$ cat src/rtl/limit_pressure_pkg.sv
// Shared definitions for the chamber pressure-limit key bank.
//   limit_state_t : per-channel limit flag state (WITHIN / BEYOND)
//   MODE_*        : per-channel mode encodings on the mode input
package limit_pressure_pkg;

  typedef enum logic {
    WITHIN = 1'b0,
    BEYOND = 1'b1
  } limit_state_t;

  localparam logic MODE_TOGGLE    = 1'b0;
  localparam logic MODE_MOMENTARY = 1'b1;

  // Next limit state for one channel, given the current state and inputs.
  function automatic limit_state_t limit_next(
    input limit_state_t cur,
    input logic         mode_bit,
    input logic         lock_bit,
    input logic         deb_bit,
    input logic         rise_bit
  );
    limit_state_t nxt;
    nxt = cur;
    if (!lock_bit) begin
      if (mode_bit == MODE_MOMENTARY) begin
        nxt = deb_bit ? BEYOND : WITHIN;
      end else if (rise_bit) begin
        nxt = (cur == BEYOND) ? WITHIN : BEYOND;
      end
    end
    return nxt;
  endfunction

endpackage

$ cat src/rtl/key_debounce.sv
// Synchroniser and debouncer for one raw operator key.
//   clk   : system clock, rising edge
//   reset : asynchronous, active-low
//   key   : raw key, asynchronous to clk, active-high
//   deb   : debounced key level
//   rise  : single-cycle press event (deb rising), combinational from deb/deb_d
module key_debounce #(
  parameter int unsigned DEBOUNCE = 4
) (
  input  logic clk,
  input  logic reset,
  input  logic key,
  output logic deb,
  output logic rise
);
  import limit_pressure_pkg::*;

  localparam int unsigned CNT_W = $clog2(DEBOUNCE + 1);
  localparam logic [CNT_W-1:0] CNT_LAST = CNT_W'(DEBOUNCE - 1);

  logic             s1;
  logic             s2;
  logic             deb_d;
  logic [CNT_W-1:0] cnt;

  always_ff @(posedge clk or negedge reset) begin
    if (!reset) begin
      s1 <= 1'b0;
      s2 <= 1'b0;
    end else begin
      s1 <= key;
      s2 <= s1;
    end
  end

  // The counter only runs while s2 disagrees with deb and is cleared on
  // agreement, so a glitch shorter than DEBOUNCE cycles never reaches deb
  // and cnt never passes CNT_LAST.
  always_ff @(posedge clk or negedge reset) begin
    if (!reset) begin
      cnt   <= '0;
      deb   <= 1'b0;
      deb_d <= 1'b0;
    end else begin
      deb_d <= deb;
      if (s2 == deb) begin
        cnt <= '0;
      end else if (cnt == CNT_LAST) begin
        deb <= s2;
        cnt <= '0;
      end else begin
        cnt <= cnt + 1'b1;
      end
    end
  end

  assign rise = deb & ~deb_d;

endmodule

$ cat src/rtl/limit_pressure_bank.sv
// Multi-channel WITHIN/BEYOND pressure-limit flag bank.
//   clk        : system clock, rising edge
//   reset      : asynchronous, active-low
//   key        : raw operator keys (NUM_CH), asynchronous, active-high
//   mode       : per-channel mode, 0 = TOGGLE, 1 = MOMENTARY
//   lock       : 1 = hold every flag and discard key events
//   limit      : per-channel flag, 0 = WITHIN, 1 = BEYOND
//   changed    : one-cycle pulse in the cycle limit[i] shows a new value
//   any_beyond : OR of limit, registered alongside limit
module limit_pressure_bank #(
  parameter int unsigned NUM_CH   = 2,
  parameter int unsigned DEBOUNCE = 4
) (
  input  logic              clk,
  input  logic              reset,
  input  logic [NUM_CH-1:0] key,
  input  logic [NUM_CH-1:0] mode,
  input  logic              lock,
  output logic [NUM_CH-1:0] limit,
  output logic [NUM_CH-1:0] changed,
  output logic              any_beyond
);
  import limit_pressure_pkg::*;

  logic [NUM_CH-1:0] next_limit;

  for (genvar i = 0; i < NUM_CH; i++) begin : g_ch
    logic         deb;
    logic         rise;
    limit_state_t state_q;
    limit_state_t state_d;

    key_debounce #(
      .DEBOUNCE(DEBOUNCE)
    ) u_deb (
      .clk  (clk),
      .reset(reset),
      .key  (key[i]),
      .deb  (deb),
      .rise (rise)
    );

    // A rise arriving under lock is simply not applied; it is not queued.
    always_comb begin
      state_d = state_q;
      state_d = limit_next(state_q, mode[i], lock, deb, rise);
    end

    always_ff @(posedge clk or negedge reset) begin
      if (!reset) begin
        state_q    <= WITHIN;
        changed[i] <= 1'b0;
      end else begin
        state_q    <= state_d;
        changed[i] <= (state_d != state_q);
      end
    end

    assign limit[i]      = (state_q == BEYOND);
    assign next_limit[i] = (state_d == BEYOND);
  end

  always_ff @(posedge clk or negedge reset) begin
    if (!reset) begin
      any_beyond <= 1'b0;
    end else begin
      any_beyond <= |next_limit;
    end
  end

endmodule

$ cat config.mk
export PLATFORM = sky130hd
export DESIGN_NAME = limit_pressure_bank
export DESIGN_NICKNAME = d
export VERILOG_FILES = /design/src/rtl/limit_pressure_pkg.sv /design/src/rtl/key_debounce.sv /design/src/rtl/limit_pressure_bank.sv
export SDC_FILE = /design/constraint.sdc
export NUM_CORES = 1
export LEC_CHECK = 0
export ABC_CLOCK_PERIOD_IN_PS = 3000
export BUFFER_PORTS_ARGS = -buffer_cell sky130_fd_sc_hd__buf_4
export CORE_MARGIN = 4
export CORE_UTILIZATION = 50
export DETAILED_ROUTE_END_ITERATION = 6
export PLACE_DENSITY = 0.72
export SLEW_MARGIN = 5
export SYNTH_ARGS = -nofsm -noshare
export SYNTH_HDL_FRONTEND = slang
export SYNTH_HIERARCHICAL = 1
export SYNTH_SLANG_ARGS = --single-unit
$ cat constraint.sdc
create_clock -name clk -period 3 [get_ports clk]
set_input_delay 0.3 -clock clk [delete_from_list [all_inputs] [get_ports clk]]
set_output_delay 0.3 -clock clk [all_outputs]
set_load 0.05 [all_outputs]
==> out/qor.csv, run 1 <==
stage;metric;value;unit
global_routing;gr usage total;11.47;%
floorplan;I/O pin total;12;
routing;drt total wl;1.014;mm
cts;# resized after CTS;0;
placement;Worst Setup Slack post-DPL;1.824;ns
floorplan;Core ar.;0.001366;mm2
floorplan;die area;0.002222;mm2
finish;ant diodes;0;
timing;Final Hold Fails;0;
worst_setup_path;largest fanout on the critical path;4;
cts;Num CTS Buffers;3;
cts;Clock Tree Buf Depth;2;
routing;drt first pass iters;4;
cts;clock sink total;19;
global_routing;antenna violations before repair;0;
worst_setup_path;critical path buffer and inverter count;1;
logic_synthesis;Post-Syn Area;765.7;um2
floorplan;Starting Density;56.04;%
worst_setup_path;critical path's slowest cell;dfrtp_1;
global_routing;first-pass GRT wire length;1.711;mm
worst_setup_path;Setup CP Type;reg2out;
floorplan;chip width;47.14;um
timing;RSZ-0062 raised after global routing;no;
logic_synthesis;share of the synthesized area in the top cell type;62.09;%
finish;Final nets;78;
pwr;PD cells;930.3;mW/mm2
worst_setup_path;Critical Path RT;2.70;ns
placement;Final GP Congestion;0.7395;
cts;worst skew pair latency;0.28;ns
worst_setup_path;delay-heaviest family, CP;flip-flops;
placement;Placed Area;852.1;um2
finish;layout cells sized above 1;30.88;%
cts;Hold Buf Count CTS;1;
outcome;status;completed;
global_routing;vias in the first global route;427;
worst_setup_path;Slowest Stage Delay on Critical Path;0.41;ns
logic_synthesis;register area share after synthesis;62.09;%
timing;setup violators final;0;
logic_synthesis;count of different cell masters after synthesis;20;
routing;WL/cell;12.22;um
logic_synthesis;Avg Cell Area, Syn;14.18;um2
floorplan;cell row count;13;
logic_synthesis;Yosys top cell by area;dfrtp_1;
timing;clk_skew;0.0009815;ns
finish;Layout area overhead;16.01;%
cts;Clock Tree Root;clkbuf_4;
timing;worst rel slew slack;76.19;%
worst_setup_path;Worst Path Arrival;0.92;ns
cts;H-tree lvl count;1;
cts;clk slew on worst S/H paths;0.10;ns
timing;fmax;819.6;MHz
floorplan;die height;47.14;um
global_routing;global route overflow;0;
finish;Final Instance Area;888.4;um2
timing;Setup WS post-layout;1.780;ns
routing;vias per inst;5.120;
timing;Final Cycle Share;40.67;%
flow_run;max-capacitance violation count;0;
pwr;Leakage;0.4044;nW
placement;number of port buffers;11;
worst_setup_path;critical path cell sequence;buf_4;
global_routing;largest net degree at the start of global routing;20;
routing;via count;425;
logic_synthesis;Synth Warn #;6;
pwr;VDD IR max;0.4138;mV
routing;DRC;0;
logic_synthesis;post-synthesis sequential element count;19;
logic_synthesis;Mapped Nets;63;
worst_setup_path;CP Capture Type;output port;
timing;Tmin final;1.220;ns
worst_setup_path;CP Launch Type;register;
worst_hold_path;Hold/Removal Path Class;in2reg;
cts;CTS tree;done;
cts;setup repair bufs after CTS;0;
logic_synthesis;cells after synthesis;54;
timing;Total Neg Setup Slack;0;ns
finish;FILL cells;113;
logic_synthesis;largest cells by area after synthesis;dfrtp_1 (62%), xnor2_1 (4.6%), nor2b_4 (3.6%);
routing;antenna viol nets, final;0;
routing;DRT iter0 DRCs;2;
timing;max-slew violations;0;
timing;Worst Tran Pin Value;0.3546;ns
power by group:
group	leakage, nW	switching (mW)	internal, mW
clock	0.0150	0.0718	0.0516
sequential	0.233	0.0537	0.332
combinational	0.157	0.180	0.137
kinds of logic after synthesis:
kind of cell / count (synthesis) / synth area share, %
AOI/OAI and AO/OA: 7 / 8.007
xor gates and xnor gates: 4 / 4.575
adders and majority gates: 2 / 3.267
buffers and inverters: 2 / 1.960
DFF: 19 / 62.09
muxes: 2 / 2.941
and+or+nand+nor: 18 / 17.16
per-stage QoR:
step / total power [mW] / hold slack, ns / cells / utilization (%)
6_report: 0.8264 / 0.1125 / 83 / 65.02
4_1_cts: 0.8399 / 0.09905 / 83 / 65.02
5_1_grt: 0.8815 / 0.09589 / 83 / 65.02
2_1_floorplan: 0.6424 / 0.004409 / 54 / -
3_5_place_dp: 0.7126 / 0.1867 / 78 / 62.36
3_3_place_gp: 0.7035 / 0.1846 / 78 / 62.36
cell usage in the layout (no fill, tap or decap), drive strengths merged:
cell | synthesis | layout
dfrtp | 19 | 19
o21ba | 2 | 2
nand2b | 2 | 2
nor3b | 3 | 3
buf | 2 | 11
nand3b | 2 | 2
mux2 | 2 | 2
nor2 | 4 | 4
ha | 2 | 2
xnor2 | 4 | 4
clkbuf | 0 | 4
nor3 | 2 | 2
a21boi | 2 | 2
o22ai | 1 | 1
nor2b | 5 | 5
a21oi | 2 | 2
dlygate4sd3 | 0 | 1
path summary, 6_finish.rpt:
check | depth (start not counted) | endpoint | start | slack (ns)
max | 1 | limit[0] | g_ch[0].state_q$_DFF_PN0_ | 1.78
min | 1 | g_ch[1].u_deb/s1$_DFF_PN0_ | key[1] | 0.11
max reg2reg | 4 | any_beyond$_DFF_PN0_ | g_ch[1].u_deb/deb$_DFFE_PN0P_ | 1.80
min reg2reg | 0 | g_ch[0].u_deb/s2$_DFF_PN0_ | g_ch[0].u_deb/s1$_DFF_PN0_ | 0.36
max in group asynchronous | 2 | g_ch[0].u_deb/cnt[1]$_DFF_PN0_ | reset | 2.39
min in group asynchronous | 2 | changed[1]$_DFF_PN0_ | reset | 0.41
per-layer routing:
layer | vias to the layer above | global-route usage (%) | wire length, um
met2 | 16 | 17.62 | 447
met1 | 199 | 14.36 | 459
met4 | 0 | 8.287 | 12
met3 | 2 | 2.299 | 94
li1 | 208 | - | -
met5 | - | 0 | 0
flip-flops by register name (all words and copies together) (netlist names):
name and cells:
g_ch.state_q 2, changed 2, g_ch.u_deb/deb_d 2, g_ch.u_deb/deb 2
g_ch.u_deb/s1 2, g_ch.u_deb/s2 2, g_ch.u_deb/cnt 6, any_beyond 1
synthesized netlist by cell type:
cell and n:
nor2b_1 3, a21oi_2 1, xnor2_1 4, ha_1 2
nor2_1 4, nand3b_1 2, mux2_2 1, mux2_1 1
buf_4 2, a21oi_1 1, o21ba_4 1, nor2b_4 2
o22ai_1 1, a21boi_1 2, o21ba_1 1, nand2b_1 2
nor3b_1 1, nor3_1 2, dfrtp_1 19, nor3b_2 2
layout make-up:
cell class	instances	area, um2	area share, %
multi-input combinational	33	275.3	30.99
sequential	19	475.5	53.52
clock buffer	4	26.28	2.958
tap	15	18.77	2.113
timing repair buffer	12	92.59	10.42
(Power assumes the default switching activity.)
==> run 2, diff against run 1 <==
- ABC_CLOCK_PERIOD_IN_PS: 3000 -> 1000
- CORE_UTILIZATION: 50 -> 47
- PLACE_DENSITY: 0.72 -> 0.71
- clock period: 3 -> 1 ns (I/O delays scaled with it)
==> run 2 against run 1 <==
Effect of this change: the flow now finishes with violations (setup timing); die area rose by 5.3%; critical path depth increased by 2; routed wire length increased by 23%; largest cell class unchanged.
==> out/qor.csv, run 2 (synthesized netlist as in run 1, its figures left out) <==
stage;metric;value;unit;change
outcome;status;complete, but fails checks;;
floorplan;cell row count;14;;+1
cts;Clock Tree Root;clkbuf_4;;
pwr;Leakage;0.4867;nW;+20%
routing;drt total wl;1.251;mm;+23%
timing;worst rel slew slack;83.94;%;+7.7 points
routing;via count;490;;+15%
cts;CTS tree;done;;
floorplan;Starting Density;50.25;%;-5.8 points
floorplan;die height;48.37;um;+2.6%
worst_setup_path;delay-heaviest family, CP;flip-flops;;
global_routing;vias in the first global route;556;;+30%
timing;Tmin final;1.092;ns;
floorplan;I/O pin total;12;;unchanged
placement;number of port buffers;11;;unchanged
placement;Placed Area;924.6;um2;+8.5%
routing;DRT iter0 DRCs;1;;-1
outcome;failing checks;setup timing;;
global_routing;largest net degree at the start of global routing;20;;unchanged
cts;Num CTS Buffers;3;;unchanged
worst_hold_path;Hold/Removal Path Class;in2reg;;
floorplan;chip width;48.37;um;+2.6%
timing;max-slew violations;0;;unchanged
cts;Clock Tree Buf Depth;2;;unchanged
timing;Setup WS post-layout;-0.09216;ns;-1.872 ns
worst_setup_path;Critical Path RT;1.19;ns;-1.51 ns
global_routing;antenna violations before repair;0;;unchanged
timing;setup violators final;9;;+9
worst_setup_path;CP Launch Type;register;;
worst_setup_path;Worst Path Arrival;1.28;ns;+0.36 ns
routing;drt first pass iters;4;;unchanged
placement;HPWL after DPL;799.7;um;
cts;clk slew on worst S/H paths;0.10;ns;about the same
routing;antenna viol nets, final;0;;unchanged
timing;clk_skew;0.007034;ns;+0.006052 ns
finish;FF/Latch Area;478.0;um2;+0.53%
finish;final cell count without fillers;98;;+18%
timing;RSZ-0062 raised after global routing;yes;;
global_routing;global route overflow;0;;unchanged
finish;multi-input logic area;339.1;um2;+23%
finish;Largest register FFs;6;;unchanged
finish;Final nets;92;;+18%
finish;Final Instance Area;0.001090;mm2;+23%
timing;Final Hold Fails;0;;unchanged
pwr;PD cells;2798;mW/mm2;+200%
finish;ant diodes;0;;unchanged
global_routing;first-pass GRT wire length;2.546;mm;+49%
routing;vias per inst;5.000;;-2.4%
cts;worst skew pair latency;0.29;ns;about the same
placement;placed cell count;85;;+9.0%
finish;commonest non-fill, non-tap cell in the layout;dfrtp_1;;
worst_setup_path;critical path's slowest cell;dfrtp_1;;
global_routing;gr usage total;13.86;%;+2.4 points
worst_setup_path;Setup CP Type;reg2reg;;
timing;fmax;915.6;MHz;
worst_setup_path;critical path buffer and inverter count;0;;-1
cts;clock sink total;19;;unchanged
timing;Worst Tran Pin Value;0.2409;ns;-0.1137 ns
placement;Worst Setup Slack post-DPL;-0.1084;ns;-1.932 ns
worst_setup_path;critical path cell sequence;ha_2, nor2b_4, mux2_4;;
cts;H-tree lvl count;1;;unchanged
flow_run;max-capacitance violation count;0;;unchanged
finish;largest register by flop count;g_ch.u_deb/cnt;;
worst_setup_path;Slowest Stage Delay on Critical Path;0.36;ns;-0.05 ns
floorplan;Core ar.;0.001524;mm2;+12%
timing;Final Cycle Share;109.2;%;
finish;Layout area overhead;42.32;%;
worst_setup_path;CP Capture Type;register;;
routing;DRC;0;;unchanged
floorplan;die area;0.002339;mm2;+5.3%
finish;layout cells sized above 1;52.44;%;+22 points
finish;FILL cells;118;;+4.4%
finish;most frequent cells in the layout;dfrtp_1 (17), buf_4 (16), dlygate4sd3_1 (5), buf_6 (5);;
routing;WL/cell;12.77;um;+4.5%
pwr;VDD IR max;1.409;mV;+240%
worst_setup_path;largest fanout on the critical path;2;;-2
placement;Final GP Congestion;0.7234;;-2.2%
run 2: cell types whose count changed in the layout (fill, tap and decap cells not counted), sizes merged:
cell,delta
buf,+10
dlygate4sd3,+4
run 2: routing by layer:
metal | part of all wire, % | global-route usage (%) | wire length, um | vias up
li1 | - | - | - | 238
met1 | 42 | 18.84 | 520 | 237
met2 | 52 | 20.00 | 645 | 13
met3 | 5.5 | 3.681 | 69 | 2
met4 | 1.2 | 7.373 | 15 | 0
met5 | 0 | 0 | 0 | -
run 2: worst reg2reg max path: stages, from the launching register on:
cell	delay (ns)
dfrtp_1	0.36
ha_2	0.18
nor2b_4	0.15
mux2_4	0.30
run 2: power by group:
part	internal, mW	switching, mW
combinational	0.805	0.684
clock	0.155	0.216
sequential	1.00	0.184
run 2: path summary, 6_finish.rpt:
check / cells after the start / slack [ns] / startpoint / to
worst max-delay path: 3 / -0.09 / g_ch[1].u_deb/cnt[0]$_DFF_PN0_ / g_ch[1].u_deb/deb$_DFFE_PN0P_
worst min-delay path: 3 / 0.08 / lock / g_ch[0].state_q$_DFF_PN0_
worst max register to register: 3 / -0.09 / g_ch[1].u_deb/cnt[0]$_DFF_PN0_ / g_ch[1].u_deb/deb$_DFFE_PN0P_
worst min register to register: 0 / 0.36 / g_ch[0].u_deb/s1$_DFF_PN0_ / g_ch[0].u_deb/s2$_DFF_PN0_
max in group asynchronous: 2 / 0.58 / reset / g_ch[1].u_deb/deb$_DFFE_PN0P_
min in group asynchronous: 2 / 0.21 / reset / changed[1]$_DFF_PN0_
run 2: what timing repair did:
item / 4_1_cts / 5_1_grt
pin swaps: 3 / 2
gates resized for setup: 9 / 6
endpoints found under the setup margin: 11 / 16
buffers inserted: 4 / 0
hold endpoints to repair: 23 / 0
hold buffers: 5 / 0
run 2: layout make-up:
type,instances,area share [%]
tap,16,1.837
multi-input combinational,33,31.11
sequential,19,43.86
timing repair buffer,26,20.78
clock buffer,4,2.411
run 2: per-stage QoR:
step	hold slack [ns]	util (%)	power, mW	TNS [ns]
after CTS	0.07406	69.95	2.991	-0.5124
after detailed placement	-0.01496	60.67	2.366	-0.5010
after global routing	0.07753	71.51	3.307	-1.267
after floorplan	-0.1956	-	2.019	-0.1894
final	0.07783	71.51	3.049	-0.4763
after global placement	-0.01502	60.67	2.334	-0.3879
==> run 3, diff against run 2 <==
- TNS_END_PERCENT: default -> 50
==> run 3 against run 2 <==
Effect of this change: the run still ends with setup timing left; total power rose by 3.1%; setup slack worse by 0.0071 ns; via count up 4.9%; critical path type unchanged; critical endpoint is now g_ch[0].u_deb/deb$_DFFE_PN0P_; largest power group unchanged.
==> out/qor.csv, run 3 (synthesized netlist as in run 1, its figures left out) <==
stage;metric;value;unit;change
outcome;status;complete, but fails checks;;
outcome;failing checks;setup timing;;
timing;RSZ-0062 raised after global routing;yes;;
global_routing;antenna violations before repair;0;;unchanged
cts;H-tree lvl count;1;;unchanged
finish;multi-input logic area;332.8;um2;-1.8%
worst_setup_path;critical path's slowest cell;dfrtp_1;;
pwr;VDD IR max;1.616;mV;+15%
finish;ant diodes;0;;unchanged
placement;Final GP Congestion;0.6946;;-4.0%
finish;largest register by flop count;g_ch.u_deb/cnt;;
timing;max-slew violations;0;;unchanged
floorplan;cell row count;14;;unchanged
pwr;Leakage;0.5069;nW;+4.1%
global_routing;gr usage total;12.95;%;-0.91 points
floorplan;Core ar.;0.001524;mm2;unchanged
finish;Final Instance Area;0.001110;mm2;+1.8%
placement;HPWL after DPL;808;um;+1.0%
finish;most frequent cells in the layout;buf_4 (21), dfrtp_1 (18), dlygate4sd3_1 (5);;
timing;Worst Tran Pin Value;0.2320;ns;-0.008951 ns
routing;DRC;0;;unchanged
pwr;PD cells;2832;mW/mm2;+1.2%
finish;Core Util, Final;72.82;%;+1.3 points
global_routing;largest net degree at the start of global routing;20;;unchanged
cts;CTS tree;done;;
worst_setup_path;largest fanout on the critical path;2;;unchanged
worst_setup_path;Worst Path Arrival;1.30;ns;+0.02 ns
finish;Largest register FFs;6;;unchanged
finish;Final nets;96;;+4.3%
worst_setup_path;Critical Path RT;1.20;ns;about the same
worst_setup_path;WP depth;3;;unchanged
timing;setup violators final;8;;-1
finish;FILL cells;103;;-13%
finish;layout cells sized above 1;54.65;%;+2.2 points
worst_setup_path;Critical Path End;g_ch[0].u_deb/deb$_DFFE_PN0P_;;
worst_setup_path;Crit Reg-Reg Endpoint;g_ch[0].u_deb/deb$_DFFE_PN0P_;;
global_routing;global route overflow;0;;unchanged
routing;vias per inst;5.039;;+0.78%
placement;number of port buffers;11;;unchanged
finish;final cell count without fillers;102;;+4.1%
floorplan;die height;48.37;um;unchanged
timing;worst rel slew slack;84.53;%;+0.60 points
cts;Clock Tree Buf Depth;2;;unchanged
floorplan;Starting Density;50.25;%;unchanged
placement;placed cell count;86;;+1.2%
routing;drt first pass iters;3;;-1
cts;Num CTS Buffers;3;;unchanged
flow_run;max-capacitance violation count;0;;unchanged
floorplan;die area;0.002339;mm2;unchanged
finish;Layout area overhead;44.93;%;
finish;commonest non-fill, non-tap cell in the layout;buf_4;;
routing;WL/cell;12.74;um;-0.24%
cts;Clock Tree Root;clkbuf_4;;
placement;Worst Setup Slack post-DPL;-0.1039;ns;+0.004473 ns
worst_setup_path;R2R setup slack;-0.1;ns;about the same
placement;Placed Area;932.1;um2;+0.81%
timing;fmax;909.7;MHz;-0.65%
timing;Final Cycle Share;109.9;%;+0.71 points
routing;drt total wl;1.299;mm;+3.8%
routing;DRT iter0 DRCs;1;;unchanged
timing;Total Neg Setup Slack;-0.4006;ns;+0.07563 ns
timing;Final Hold Fails;0;;unchanged
worst_setup_path;Slowest Stage Delay on Critical Path;0.40;ns;+0.04 ns
global_routing;vias in the first global route;502;;-9.7%
cts;clk slew on worst S/H paths;0.11;ns;about the same
floorplan;chip width;48.37;um;unchanged
floorplan;I/O pin total;12;;unchanged
worst_setup_path;delay-heaviest family, CP;flip-flops;;
worst_setup_path;Setup CP Type;reg2reg;;
worst_setup_path;CP Launch Point;g_ch[0].u_deb/cnt[1]$_DFF_PN0_;;
worst_setup_path;CP Capture Type;register;;
worst_hold_path;Hold/Removal Path Class;in2reg;;
cts;clock sink total;19;;unchanged
global_routing;first-pass GRT wire length;2.297;mm;-9.8%
worst_setup_path;origin of the critical flop-to-flop path;g_ch[0].u_deb/cnt[1]$_DFF_PN0_;;
worst_setup_path;critical path buffer and inverter count;0;;unchanged
timing;WHS;0.04991;ns;-0.02793 ns
timing;Tmin final;1.099;ns;+0.007115 ns
timing;Setup WS post-layout;-0.09928;ns;-0.007115 ns
timing;clk_skew;0.001601;ns;-0.005433 ns
worst_setup_path;CP Launch Type;register;;
worst_setup_path;critical path cell sequence;ha_2, nor2b_4, mux2_4;;
routing;via count;514;;+4.9%
cts;worst skew pair latency;0.30;ns;about the same
worst_setup_path;worst reg2reg path depth;3;;unchanged
pwr;post-layout power;3.143;mW;+3.1%
finish;FF/Latch Area;476.7;um2;-0.26%
routing;antenna viol nets, final;0;;unchanged
==> run 3: metal layers <==
metal / wire (um) / up-vias / share of wire (%) / GRT usage (%)
met5: 0 / - / 0 / 0
met4: 49 / 0 / 3.8 / 11.06
met3: 72 / 5 / 5.5 / 3.988
met2: 612 / 14 / 47 / 17.17
met1: 564 / 252 / 43 / 16.83
li1: - / 243 / - / -
==> run 3: layout make-up <==
class                   count  area share (%)
well taps                  16           1.804
flip-flops and latches     19           42.95
clock buffers               3           2.029
clock inverters             1          0.4510
multi-input cells          33           29.99
repair buffers             30           22.77
==> run 3: how the worst min path moves through the flow <==
stage | startpoint | to | cells past startpoint
6_report | lock | g_ch[0].state_q$_DFF_PN0_ | 3
4_1_cts | lock | g_ch[0].state_q$_DFF_PN0_ | 3
3_5_place_dp | reset | g_ch[1].u_deb/deb_d$_DFF_PN0_ | 1
5_1_grt | lock | g_ch[0].state_q$_DFF_PN0_ | 3
3_3_place_gp | reset | changed[1]$_DFF_PN0_ | 1
2_1_floorplan | reset | any_beyond$_DFF_PN0_ | 0
==> run 3: what timing repair did <==
item,CTS,global route
resized for setup,9,4
endpoints found under the hold margin,23,0
hold buffers,5,0
pin swaps,4,7
setup buffers,5,2
endpoints found under the setup margin,11,16
==> run 3: tightest hold or removal path: cells and delay by family <==
kind                   cells  cell delay [ns]
AOI/OAI and AO/OA          1             0.04
buffers and inverters      1             0.11
and+or+nand+nor            1             0.07
==> run 3: where the power goes <==
| group | internal, mW | switching (mW) | leakage, nW | total, mW |
|---|---|---|---|---|
| clock network | 0.149 | 0.248 | 0.0177 | 0.398 |
| registers | 1.00 | 0.170 | 0.232 | 1.17 |
| logic | 0.875 | 0.699 | 0.257 | 1.57 |
| total | 2.03 | 1.12 | 0.507 | 3.14 |
